### src/rtl/fpu_pkg.sv
// Shared FPU types: rounding modes, canonical constants and operand classification.
package fpu_pkg;

   localparam int unsigned FP_W  = 32;
   localparam int unsigned EXP_W = 8;
   localparam int unsigned FRC_W = 23;
   localparam int unsigned SIG_W = FRC_W + 1;

   typedef enum logic [2:0] {
      RM_RNE = 3'b000,
      RM_RTZ = 3'b001,
      RM_RDN = 3'b010,
      RM_RUP = 3'b011,
      RM_RMM = 3'b100
   } r_mode_e;

   localparam logic [FP_W-1:0]  FP_QNAN = 32'h7fc00000;
   localparam logic [EXP_W-1:0] FP_BIAS = 8'd127;

   // Subnormals are folded into zero: the datapath flushes them.
   typedef struct packed {
      logic zero;
      logic inf;
      logic nan;
   } fp_class_t;

   // Classify a single-precision operand for special-case handling.
   function automatic fp_class_t fp_classify(input logic [FP_W-1:0] f);
      fp_class_t c;
      c.zero = (f[30:23] == 8'h00);
      c.inf  = (f[30:23] == 8'hff) && (f[22:0] == 23'h0);
      c.nan  = (f[30:23] == 8'hff) && (f[22:0] != 23'h0);
      return c;
   endfunction

endpackage

### src/rtl/fp_round_unit.sv
// Combinational significand rounding shared by the FPU divider and multiplier.
module fp_round_unit
   import fpu_pkg::*;
(
   input  logic [SIG_W-1:0] sig,
   input  logic             guard,
   input  logic             sticky,
   input  logic             sign,
   input  logic [2:0]       r_mode,
   output logic [SIG_W-1:0] sig_r,
   output logic             carry
);

   logic           inc;
   logic [SIG_W:0] sum;

   // Pick the increment for the mode; unknown encodings round to nearest-even.
   always_comb begin
      inc = 1'b0;
      case (r_mode)
         RM_RTZ:  inc = 1'b0;
         RM_RDN:  inc = sign & (guard | sticky);
         RM_RUP:  inc = ~sign & (guard | sticky);
         RM_RMM:  inc = guard;
         default: inc = guard & (sticky | sig[0]);
      endcase
      sum   = {1'b0, sig} + (SIG_W+1)'(inc);
      carry = sum[SIG_W];
      sig_r = carry ? {1'b1, {(SIG_W-1){1'b0}}} : sum[SIG_W-1:0];
   end

endmodule

### src/rtl/fp_div_seq.sv
// Iterative single-precision divider: restoring radix-2 mantissa division with handshakes.
module fp_div_seq
   import fpu_pkg::*;
#(
   parameter int unsigned ITER_PER_CYCLE = 1,
   parameter bit          SPECIAL_BYPASS = 1'b1
)(
   input  logic        clk,
   input  logic        rst,
   input  logic        in_valid,
   output logic        in_ready,
   input  logic [31:0] fp_X,
   input  logic [31:0] fp_Y,
   input  logic [2:0]  r_mode,
   output logic        out_valid,
   input  logic        out_ready,
   output logic [31:0] fp_Z,
   output logic        ovrf,
   output logic        udrf,
   output logic        dz
);

   localparam int unsigned QUO_W  = 26;
   localparam int unsigned REM_W  = 25;
   localparam int unsigned CNT_W  = 5;
   localparam int unsigned N_STEP = QUO_W / ITER_PER_CYCLE;

   typedef enum logic [2:0] {S_IDLE, S_DIV, S_RND, S_SPEC, S_OUT} state_e;

   state_e            state_q, state_d;
   logic [31:0]       x_q, x_d, y_q, y_d;
   logic [2:0]        rm_q, rm_d;
   logic              sign_q, sign_d;
   logic [REM_W-1:0]  rem_q, rem_d;
   logic [QUO_W-1:0]  quo_q, quo_d;
   logic [CNT_W-1:0]  cnt_q, cnt_d;
   logic              in_ready_q, in_ready_d;
   logic              out_valid_q, out_valid_d;
   logic [31:0]       fp_z_q, fp_z_d;
   logic              ovrf_q, ovrf_d, udrf_q, udrf_d, dz_q, dz_d;

   logic [REM_W-1:0]  d_sig, div_rem;
   logic [QUO_W-1:0]  div_quo;
   fp_class_t         cls_x, cls_y, cls_in_x, cls_in_y;
   logic              spec_hit, spec_in, spec_dz;
   logic [31:0]       spec_z;
   logic [SIG_W-1:0]  nrm_sig, rnd_sig;
   logic              nrm_g, nrm_st, rnd_carry;
   logic [9:0]        ex10, ey10, bias10;
   logic signed [9:0] e_pre, e_rnd;

   assign d_sig = {2'b01, y_q[22:0]};

   // Resolve ITER_PER_CYCLE quotient bits from the current partial remainder.
   always_comb begin
      div_rem = rem_q;
      div_quo = quo_q;
      for (int unsigned i = 0; i < ITER_PER_CYCLE; i++) begin
         if (div_rem >= d_sig) begin
            div_rem = div_rem - d_sig;
            div_quo = {div_quo[QUO_W-2:0], 1'b1};
         end else begin
            div_quo = {div_quo[QUO_W-2:0], 1'b0};
         end
         div_rem = div_rem << 1;
      end
   end

   // Special-operand result, by priority: NaN cases, inf dividend, divide-by-zero, zero result.
   always_comb begin
      cls_x    = fp_classify(x_q);
      cls_y    = fp_classify(y_q);
      cls_in_x = fp_classify(fp_X);
      cls_in_y = fp_classify(fp_Y);
      spec_hit = (|cls_x) | (|cls_y);
      spec_in  = (|cls_in_x) | (|cls_in_y);
      spec_dz  = 1'b0;
      spec_z   = {sign_q, 31'h0};
      if (cls_x.nan | cls_y.nan | (cls_x.zero & cls_y.zero) | (cls_x.inf & cls_y.inf)) begin
         spec_z = FP_QNAN;
      end else if (cls_x.inf) begin
         spec_z = {sign_q, 8'hff, 23'h0};
      end else if (cls_y.zero) begin
         spec_z  = {sign_q, 8'hff, 23'h0};
         spec_dz = 1'b1;
      end
   end

   // Normalise the 26-bit quotient into significand, guard and sticky plus biased exponent.
   always_comb begin
      ex10   = {2'b00, x_q[30:23]};
      ey10   = {2'b00, y_q[30:23]};
      bias10 = {2'b00, FP_BIAS};
      if (quo_q[QUO_W-1]) begin
         nrm_sig = quo_q[25:2];
         nrm_g   = quo_q[1];
         nrm_st  = quo_q[0] | (rem_q != '0);
         e_pre   = $signed(ex10 - ey10 + bias10);
      end else begin
         nrm_sig = quo_q[24:1];
         nrm_g   = quo_q[0];
         nrm_st  = (rem_q != '0);
         e_pre   = $signed(ex10 - ey10 + bias10 - 10'd1);
      end
      e_rnd = e_pre + $signed({9'd0, rnd_carry});
   end

   fp_round_unit u_round (
      .sig    (nrm_sig),
      .guard  (nrm_g),
      .sticky (nrm_st),
      .sign   (sign_q),
      .r_mode (rm_q),
      .sig_r  (rnd_sig),
      .carry  (rnd_carry)
   );

   // Next-state and registered-output logic for the divide sequencer.
   always_comb begin
      state_d     = state_q;
      x_d         = x_q;
      y_d         = y_q;
      rm_d        = rm_q;
      sign_d      = sign_q;
      rem_d       = rem_q;
      quo_d       = quo_q;
      cnt_d       = cnt_q;
      fp_z_d      = fp_z_q;
      ovrf_d      = ovrf_q;
      udrf_d      = udrf_q;
      dz_d        = dz_q;
      out_valid_d = 1'b0;
      case (state_q)
         S_IDLE: begin
            if (in_valid && in_ready_q) begin
               x_d     = fp_X;
               y_d     = fp_Y;
               rm_d    = r_mode;
               sign_d  = fp_X[31] ^ fp_Y[31];
               rem_d   = {2'b01, fp_X[22:0]};
               quo_d   = '0;
               cnt_d   = '0;
               ovrf_d  = 1'b0;
               udrf_d  = 1'b0;
               dz_d    = 1'b0;
               state_d = (SPECIAL_BYPASS && spec_in) ? S_SPEC : S_DIV;
            end
         end
         S_DIV: begin
            rem_d = div_rem;
            quo_d = div_quo;
            cnt_d = cnt_q + CNT_W'(1);
            if (cnt_q == CNT_W'(N_STEP - 1)) state_d = S_RND;
         end
         S_RND: begin
            if (spec_hit) begin
               fp_z_d = spec_z;
               dz_d   = spec_dz;
            end else if (e_rnd >= 10'sd255) begin
               ovrf_d = 1'b1;
               fp_z_d = {sign_q, 8'hff, 23'h0};
            end else if (e_rnd <= 10'sd0) begin
               udrf_d = 1'b1;
               fp_z_d = {sign_q, 31'h0};
            end else begin
               fp_z_d = {sign_q, 8'(e_rnd), 23'(rnd_sig)};
            end
            state_d = S_OUT;
         end
         S_SPEC: begin
            fp_z_d  = spec_z;
            dz_d    = spec_dz;
            state_d = S_OUT;
         end
         S_OUT: begin
            if (out_valid_q && out_ready) state_d = S_IDLE;
            else                          out_valid_d = 1'b1;
         end
         default: state_d = S_IDLE;
      endcase
      in_ready_d = (state_d == S_IDLE);
   end

   // State and datapath registers; reset aborts any operation in flight.
   always_ff @(posedge clk or posedge rst) begin
      if (rst) begin
         state_q     <= S_IDLE;
         x_q         <= '0;
         y_q         <= '0;
         rm_q        <= '0;
         sign_q      <= 1'b0;
         rem_q       <= '0;
         quo_q       <= '0;
         cnt_q       <= '0;
         in_ready_q  <= 1'b1;
         out_valid_q <= 1'b0;
         fp_z_q      <= '0;
         ovrf_q      <= 1'b0;
         udrf_q      <= 1'b0;
         dz_q        <= 1'b0;
      end else begin
         state_q     <= state_d;
         x_q         <= x_d;
         y_q         <= y_d;
         rm_q        <= rm_d;
         sign_q      <= sign_d;
         rem_q       <= rem_d;
         quo_q       <= quo_d;
         cnt_q       <= cnt_d;
         in_ready_q  <= in_ready_d;
         out_valid_q <= out_valid_d;
         fp_z_q      <= fp_z_d;
         ovrf_q      <= ovrf_d;
         udrf_q      <= udrf_d;
         dz_q        <= dz_d;
      end
   end

   assign in_ready  = in_ready_q;
   assign out_valid = out_valid_q;
   assign fp_Z      = fp_z_q;
   assign ovrf      = ovrf_q;
   assign udrf      = udrf_q;
   assign dz        = dz_q;

endmodule

### config.mk
export PLATFORM = sky130hd
export DESIGN_NAME = fp_div_seq
export DESIGN_NICKNAME = d
export VERILOG_FILES = /design/src/rtl/fpu_pkg.sv /design/src/rtl/fp_round_unit.sv /design/src/rtl/fp_div_seq.sv
export SDC_FILE = /design/constraint.sdc
export NUM_CORES = 1
export LEC_CHECK = 0
export BUFFER_PORTS_ARGS = -buffer_cell sky130_fd_sc_hd__buf_2
export CORE_MARGIN = 8
export CORE_UTILIZATION = 52
export CTS_BUF_LIST = sky130_fd_sc_hd__clkbuf_8
export DETAILED_ROUTE_END_ITERATION = 8
export GPL_TIMING_DRIVEN = 0
export PLACE_DENSITY = 0.72
export SYNTH_ARGS = -nofsm -noshare
export SYNTH_HDL_FRONTEND = slang
export SYNTH_SLANG_ARGS = --single-unit
### constraint.sdc
create_clock -name clk -period 10 [get_ports clk]
set_clock_uncertainty 0.05 [all_clocks]
set_input_delay 2 -clock clk [delete_from_list [all_inputs] [get_ports clk]]
set_output_delay 2 -clock clk [all_outputs]
set_load 0.01 [all_outputs]
# == Word level (Yosys, flattened, before mapping) ==
# Cells that the tools add are included.
# word_totals
ff_bits,162
input_bits,71
elab_cells,138
# op_classes
add_sub_neg,7
magnitude_cmp,3
n_eq_ne,19
mux,41
bitwise,15
reduce_logical,39
# op_table
operator,count
two-way mux 31 bit,4
zero test 23 bit,4
nonzero test 23 bit,4
two-way mux 32 bit,2
one-hot mux 32 bit (2 select lines),1
one-hot mux 26 bit (2 select lines),1
one-hot mux 25 bit (2 select lines),1
two-way mux 24 bit,2
"== test 8 bit, second input constant",4
zero test 8 bit,4
two-way mux 26 bit,1
adder 24 x 1 -> 25 bit,1
greater-or-equal comparator 25 x 24 -> 1 bit,1
two-way mux 25 bit,1
nonzero test 25 bit,1
subtractor 24 bit,1
two-way mux 23 bit,1
two-way mux 1 bit,15
"== test 3 x 2 -> 1 bit, second input constant",4
"!= test 2 bit, second input constant",6
one-hot mux 3 bit (4 select lines),1
OR reduction 3 bit,4
adder 10 x 2 -> 10 bit,1
"adder 9 x 8 -> 10 bit, second input constant",1
29 further kinds,58

# == Longest topological paths before layout ==
# Gate-level depths: netlist of run 1.
# depth
ltp_word,13
ltp_mapped,28
mapped_depth_nobuf,25

# == Hierarchy ==
# Synthesis of run 1 repeated with hierarchy kept, for this count alone.
# hier_totals
cells_unflattened,1172
hier_area_um2,10044.6
# modules_own_cells
mod,instances,cells_each,area_per_inst_um2,seq_area_each_um2
fp_div_seq,1,1059,9308.9,4055.1
fp_round_unit,1,113,735.7,0.0

# == Worst setup path after synthesis of run 1 ==
# Ideal clock, no wire load.
# synth_path
path_kind,register -> register
start,reg quo_q[25]
end,reg fp_z_q[14] (netlist: fp_Z[14])
setup_ns,0.104
arrival_time_ns,5.376
t_required_ns,9.846
slack_ns,4.470
path_stages_with_launch,27
n_path_buf,3
period_less_slack_ns,5.530
cell_sequence,dfrtp_1 buf_2 buf_1 mux2_2 or3_1 maj3_1 a21oi_1 nor2_1 ha_1 ha_1 and4_1 o211ai_1 nor2_1 and4_1 and4_1 nand3_1 nor2_1 ha_1 ha_1 xor2_1 a41o_1 nand2_1 a21oi_1 o22a_1 a31o_2 buf_6 o41ai_2
# synth_via
elab_chain_len,11
word_cells_on_any_way,19
classes_between,2 x add/sub; 2 x order compare; 10 x mux; 5 x bitwise
# synth_rtl
item,line,rtl
start: declaration,fp_div_seq.sv:35,"logic [QUO_W-1:0] quo_q, quo_d;"
start signal: assignment,fp_div_seq.sv:208,quo_q <= quo_d;
two-way mux 1 bit or two-way mux 24 bit (tied branches),fp_div_seq.sv:94,if (quo_q[QUO_W-1]) begin
OR 1 bit (on tied branches),"fp_round_unit.sv:25, fp_round_unit.sv:22, fp_round_unit.sv:23",
AND 1 bit (on tied branches),"fp_round_unit.sv:25, fp_round_unit.sv:22, fp_round_unit.sv:23",
one-hot mux 1 bit (4 select lines),fp_round_unit.sv:20,case (r_mode)
adder 24 x 1 -> 25 bit,fp_round_unit.sv:27,"sum = {1'b0, sig} + (SIG_W+1)'(inc);"
adder 10 x 2 -> 10 bit,fp_div_seq.sv:105,"e_rnd = e_pre + $signed({9'd0, rnd_carry});"
<= comparator 10 x 1 -> 1 bit,fp_div_seq.sv:162,end else if (e_rnd <= 10'sd0) begin
two-way mux 31 bit,fp_div_seq.sv:162,
two-way mux 31 bit *,fp_div_seq.sv:159,end else if (e_rnd >= 10'sd255) begin
two-way mux 32 bit *,fp_div_seq.sv:156,if (spec_hit) begin
one-hot mux 32 bit (2 select lines) *,fp_div_seq.sv:133,case (state_q)
end signal: assignment,fp_div_seq.sv:212,fp_z_q <= fp_z_d;
end: declaration,fp_div_seq.sv:39,"logic [31:0] fp_z_q, fp_z_d;"
# Every way passes the cells marked *; elsewhere a longest branch is shown, timed or not.
# A chain may end at the register's enable or synchronous reset.

# == Worst setup path after layout of run 1 ==
# layout_path
start,reg quo_q[25]
end,reg fp_z_q[11] (netlist: fp_Z[11])
# The elaborated chain is that of the path after synthesis.

==> results.md, run 1 <==
- Setup Total Neg Slack: 0 ps
- Die area: ~24000 µm²
- Vias: 9412
- Hold EP: fp_Z[3]
- CP max stage delay: approximately 500 ps
- Post-synth top cells: 258 x nand2_1, 161 x dfrtp_1, 115 x o21ai_0
- Synthesis-to-layout area growth: 12.9%
- Slowest cell on crit path: dfrtp_1
- Diode count: 0
- Placer Congestion: between 0.9 and 1
- Total grt overflow: 0
- Worst min-delay path class: register to register
- Worst R2R Path Depth: 27
- Setup violators final: 0
- Top-count cell post-synth: nand2_1
- PwrDens: around 420 nW/µm²
- Hold path start: fp_Z[3]
- Crit path DAT: between 6000 and 7000 ps
- Synth Net Count: between 1000 and 1500
- First-iteration detailed-routing DRC count: 570
- Slew margin rel.: 0.304
- Synth cell types: 79
- Fmax: roughly 150 MHz
- CTS sink cnt: ~160
- Share of post-route cells with drive strength above 1: 0.134
- Min Clock Period, post-route: roughly 6600 ps
- Largest area contributor in the netlist: dfrtp_1
- Share of the synthesized area in the top cell type: 0.392
- Buffers on Ports: 107
- Crit end category: register
- Reg2reg setup slack: around 3400 ps
- Post-layout nets: 1450
- Uppermost routed layer: met4
- Post-synthesis simple-gate area fraction: 0.220
- Overall power: ~0.0049 W
- Clock tree buffer depth: 2
- First-pass GRT wire length: ~48 mm
- Post-Route WL: between 20 and 30 mm
- Routed length on met3: between 1.5 and 2 mm
- Area contributors post-synth: dfrtp_1 39%, nand2_1 9.4%, o21ai_0 5.6%
- Delay-heaviest family, CP: simple AND/OR/NAND/NOR gates
- DRC viols: 0
- Ys flop type: dfrtp_1
- Clk_lat worst skew: between 400 and 500 ps
- Largest family of logic cells by synthesized area: simple AND/OR/NAND/NOR gates
- Worst-Margin Slew: 1020 ps
- Met2 wire length: 13.9 mm
- Critical Path RT: approximately 10000 ps
- Post-route clock period utilization: 0.656
- Count of final hold-check violations: 0
- Placed insts: 1584
- FP Rows: about 50
- Post-detail-place hpwl: 22.1 mm
- Adder-cell share of the synthesized area: 0.0524
- GRT Total Usage: 0.245
- Max-Cap Viols: 0
- Clk slew on worst S/H paths: approximately 90 ps
- Register bit total from synthesis: 162
- Post-synthesis mux area share: 0.0339
- Post-synth EDFFs: 0
- Largest net degree at the start of global routing: around 120
- CTS tree: built
- Status: complete, no violations
- Yosys warns: 0
- Buf/Inv on CP: 3
- Ys async rst share: 1.00
- Lkg Pwr: ~5.2 nW
- Num CTS Buffers: 17
- Area of the core: 19400 µm²
- Critical R2R Launch: quo_q[25]
- Initial core utilization: 0.529
- Mapped cell area: roughly 10000 µm²
- Die Y: around 160 µm
- RSZ-0062 raised after global routing: no
- Post-synthesis sequential area ratio: 0.395
- Compound-gate portion of the synthesized area: 0.193
- 1st-pass router iterations: 5
- Syn avg cell area: around 8.5 µm²
- Cells after Synth: about 1200
- Cell repeated most along the worst path: ha_1
- Post-CTS setup buffer count: 0
- Final std cells w/o fill: about 1600
- Final ANT Viol Nets: 0
- Reg2Reg Capture Point: fp_Z[11]
- Slew Viols, Final: 0
- Die W: 157 µm
- Io pins: 108
- Peak VDD IR: roughly 0.00028 V
- Post-CTS sizing: 0
- Initial antenna violation count: 0
- Vias in the first global route: between 9000 and 10000
- Via/cell ratio: 5.82
- Worst Hold Path Cells: 2
- Post-CTS Hold Buffers: 0
- CP startpoint kind: register
- H-Tree Depth: 4
- DRT met1 WL: approximately 13 mm
- Crit path max fanout: 10
- Avg WL per Cell: approximately 18 µm
- Post-Synth XOR/XNOR Area: 0.0595
- Root Buffer: clkbuf_8
- CP Class: register to register
-- how the worst max path moves through the flow --
stage               startpoint        to  slack, ps  cells past startpoint
floorplan                  rst  cnt_q[0]       3580                      1
global placement           rst   x_q[11]       1640                      2
detailed placement   quo_q[25]  fp_Z[11]       3560                     27
CTS                  quo_q[25]  fp_Z[11]       3510                     27
global route         quo_q[25]  fp_Z[11]       2990                     25
finish               quo_q[25]  fp_Z[11]       3440                     27
-- placed cells by master, fill, tap and decap left out, types with 12 or more instances in the layout --
cell,synthesis,layout
a21o_1,14,14
mux2i_1,28,28
a22oi_1,17,17
and3_1,12,12
nor2b_1,15,15
o31ai_1,15,15
ha_1,39,39
nor3_1,19,19
a21oi_1,53,53
clkbuf_8,0,19
buf_2,7,114
nand3_1,36,36
nand2_1,258,258
xor2_1,23,23
o21ai_0,115,115
inv_1,51,52
nor4_1,28,28
dfrtp_1,161,161
xnor2_1,37,37
nor2_1,51,51
clkbuf_1,56,56
nand4_1,17,17
-- per-layer routing --
| metal | vias up | global-route usage |
|---|---|---|
| met1 | 4530 | 0.308 |
| met4 | 0 | 0.112 |
| met5 | - | 0 |
| met2 | 278 | 0.407 |
| li1 | 4540 | - |
| met3 | 64 | 0.0378 |
-- tightest hold or removal path, stage by stage (launching register included) --
cell and delay [ps]:
dfrtp_1 340, nand2_1 40, o21ai_0 60
-- sequential cells by signal (all words and copies together) (netlist names) --
name,count
cnt_q,5
dz,1
fp_Z,32
in_ready,1
out_valid,1
ovrf,1
quo_q,26
rem_q,25
rm_q,3
sign_q,1
state_q,3
udrf,1
x_q,31
y_q,31
-- kinds of logic (layout without fill, tap and decap cells) --
group           after synthesis  after routing
xor+xnor                     64             64
buf+inv                     122            262
mux                          34             34
fa+ha+maj                    42             42
simple gates                486            486
compound gates              301            301
flops                       162            162
-- report_power, final --
part / internal (W) / switching, W / total (W) / leakage (nW)
registers: 0.000917 / 0.000227 / 0.00114 / 2.05
clock network: 0.000260 / 0.000258 / 0.000518 / 0.211
logic: 0.00128 / 0.00197 / 0.00326 / 2.94
-- metrics by stage --
stage / utilization / setup slack (ps) / area (µm²) / hold WS (ps)
2_1_floorplan: - / 3580 / 10300 / 396
3_3_place_gp: 0.574 / 1640 / 11100 / 406
3_5_place_dp: 0.576 / 3560 / 11200 / 412
4_1_cts: 0.598 / 3510 / 11600 / 432
5_1_grt: 0.598 / 2990 / 11600 / 456
6_report: 0.598 / 3440 / 11600 / 427
-- final cells by class --
class	count	area [µm²]
buffer	71	284
clock buffer	19	262
clock inverter	13	160
fill	1823	7810
inverter	51	199
multi-input combinational	927	5740
sequential	162	4060
tap	265	332
timing repair buffer	108	563
Power figures use the tool's default switching activity.
==> run 2, diff against run 1 <==
ABC_AREA = 1   (was not set)
clock period = 6.7 ns   (was 10 ns; I/O delays follow)
==> results.md, run 2 <==
- FP Rows: 50
- Post-detail-place hpwl: ~21 mm
- Max-Cap Viols: 0
- Sequential share of power: 0.249
- Initial core utilization: 0.532
- Logic pwr share: 0.631
- H-Tree Depth: 4
- Status: complete, no violations
- Post-layout nets: between 1500 and 2000
- GRT Total Usage: 0.230
- Area contributors post-synth: dfrtp_1 40%, nand2_1 15%, inv_1 7.2%
- Mapped cell area: around 10000 µm²
- Avg WL per Cell: between 15 and 20 µm
- Post-route clock period utilization: 0.882
- Peak VDD IR: around 0.00024 V
- Ys async rst share: 1.00
- CTS sink cnt: 162
- Top-count cell post-synth: nand2_1
- First-iteration detailed-routing DRC count: around 590
- Worst R2R Path Depth: 34
- Buffers on Ports: roughly 110
- Area of the core: between 15000 and 20000 µm²
- Worst-Margin Slew: ~1200 ps
- Vias: about 9300
- Commonest non-fill, non-tap cell in the layout: nand2_1
- Crit path max fanout: 28
- Post-Route WL: approximately 26 mm
- Most frequent cells in the layout: 398 x nand2_1, 194 x inv_1, 161 x dfrtp_1
- Pre-CTS WS: -106 ps
- Post-CTS Hold Buffers: 0
- Switching part of the total: 0.511
- Placed insts: roughly 1700
- Slowest cell on crit path: o21ai_0
- Clk_lat worst skew: around 470 ps
- Clk slew on worst S/H paths: around 80 ps
- 1st-pass router iterations: 5
- Synth cell types: 42
- Yosys warns: 0
- Worst min-delay path class: register to register
- CP startpoint kind: register
- Fillers: 1801
- CTS tree: built
- Int Power: between 0.003 and 0.004 W
- Root Buffer: clkbuf_8
- Sw Pwr: ~0.0034 W
- Synth Net Count: 1474
- Setup violators final: 0
- Crit path DAT: between 6000 and 7000 ps
- Clock tree buffer depth: 2
- RSZ-0062 raised after global routing: no
- Die area: 23900 µm²
- Final std cells w/o fill: roughly 1700
- Worst Hold Path Cells: 2
- Total grt overflow: 0
- CP max stage delay: 390 ps
- Die W: 155 µm
- Setup WS post-layout: approximately 800 ps
- Share of the synthesized area in the top cell type: 0.404
- Initial antenna violation count: 0
- Slew Viols, Final: 0
- Via/cell ratio: between 5 and 6
- Final ANT Viol Nets: 0
- Lkg Pwr: between 5 and 6 nW
- Die Y: between 150 and 200 µm
- Cell area after layout: about 11000 µm²
- CP Class: register to register
- Largest area contributor in the netlist: dfrtp_1
- Dpl cell area: 10800 µm²
- DRC viols: 0
- Post-synth top cells: 398 x nand2_1, 192 x inv_1, 161 x dfrtp_1
- Count of final hold-check violations: 0
- Register bit total from synthesis: 162
- Fmax: between 150 and 200 MHz
- Post-synthesis sequential area ratio: 0.406
- Crit end category: register
- Num CTS Buffers: 17
- Vias in the first global route: about 9200
- Ys flop type: dfrtp_1
- Post-synth EDFFs: 0
- Syn avg cell area: 7.32 µm²
- Critical Path RT: around 7000 ps
- Setup Total Neg Slack: 0 ps
- First-pass GRT wire length: between 40 and 50 mm
- Io pins: approximately 110
- Placer Congestion: 0.939
- Diode count: 0
- Share of post-route cells with drive strength above 1: 0.127
- Slew margin rel.: 0.186
- Cells after Synth: around 1400
- PwrDens: just under 600 nW/µm²
- Max FFs per register: 32
- Min Clock Period, post-route: 5910 ps
- Synthesis-to-layout area growth: 13.1%
- Cell repeated most along the worst path: nand2_1
- Clk pwr share: 0.119
- Largest net degree at the start of global routing: 124
-- run 2: cell types whose count changed after synthesis, moves of 23 or more --
cell / before / now
mux2i_1: 28 / 0
o22ai_1: 8 / 36
nand2_1: 258 / 398
clkbuf_1: 56 / 33
xnor2_1: 37 / 10
inv_1: 51 / 192
nand3_1: 36 / 60
-- run 2: layout make-up --
cell class / count / area (µm²) / area share
clock buffer: 19 / 262 / 0.0232
inverter: 195 / 739 / 0.0655
sequential: 162 / 4060 / 0.359
clock inverter: 13 / 170 / 0.0151
timing repair buffer: 108 / 563 / 0.0499
buffer: 40 / 171 / 0.0152
multi-input combinational: 963 / 5030 / 0.446
tap: 234 / 293 / 0.0259
-- run 2: kinds of logic after synthesis --
logic type,synth area share
fa+ha+maj,0.0529
xor+xnor,0.0325
compound gates,0.154
flops,0.406
buf+inv,0.0911
simple gates,0.263
-- run 2: final timing paths --
kind	to	start	slack (ps)
max	fp_Z[30]	quo_q[25]	790
max in group asynchronous	y_q[7]	rst	4900
min	fp_Z[25]	fp_Z[25]	430
max reg2reg	fp_Z[30]	quo_q[25]	790
min in group asynchronous	quo_q[12]	rst	790
min reg2reg	fp_Z[25]	fp_Z[25]	430
-- run 2: metal layers --
| layer | global-route usage | up-vias | wire [µm] |
|---|---|---|---|
| li1 | - | 4707 | - |
| met1 | 0.309 | 4368 | 12300 |
| met2 | 0.372 | 207 | 12300 |
| met3 | 0.0379 | 44 | 1230 |
| met4 | 0.0770 | 0 | 601 |
| met5 | 0 | - | 0 |
-- run 2: stage by stage --
stage,hold WS [ps],utilization,total power [W]
global placement,407,0.576,0.00567
CTS,432,0.601,0.00656
floorplan,392,-,0.00480
detailed placement,410,0.578,0.00576
finish,428,0.601,0.00657
global route,450,0.601,0.00732
-- run 2: repair_timing --
action / CTS / global route
resized for setup: 1 / 5
buffers inserted: 0 / 0
endpoints found under the setup margin: 27 / 33
hold endpoints to repair: 0 / 0
-- run 2: critical path, delay by kind of cell, from the launching register on --
| family | cells | cell delay [ps] |
|---|---|---|
| simple gates | 22 | 2950 |
| buf+inv | 4 | 570 |
| compound gates | 4 | 1090 |
| fa+ha+maj | 4 | 770 |
| flops | 1 | 360 |
-- run 2: power groups by stage --
stage,Sequential [W],Clock (W),Combinational [W]
global route,0.00168,0.000833,0.00481
detailed placement,0.00164,0,0.00412
global placement,0.00164,0,0.00404
finish,0.00164,0.000785,0.00415
CTS,0.00163,0.000797,0.00414
floorplan,0.00158,0,0.00322
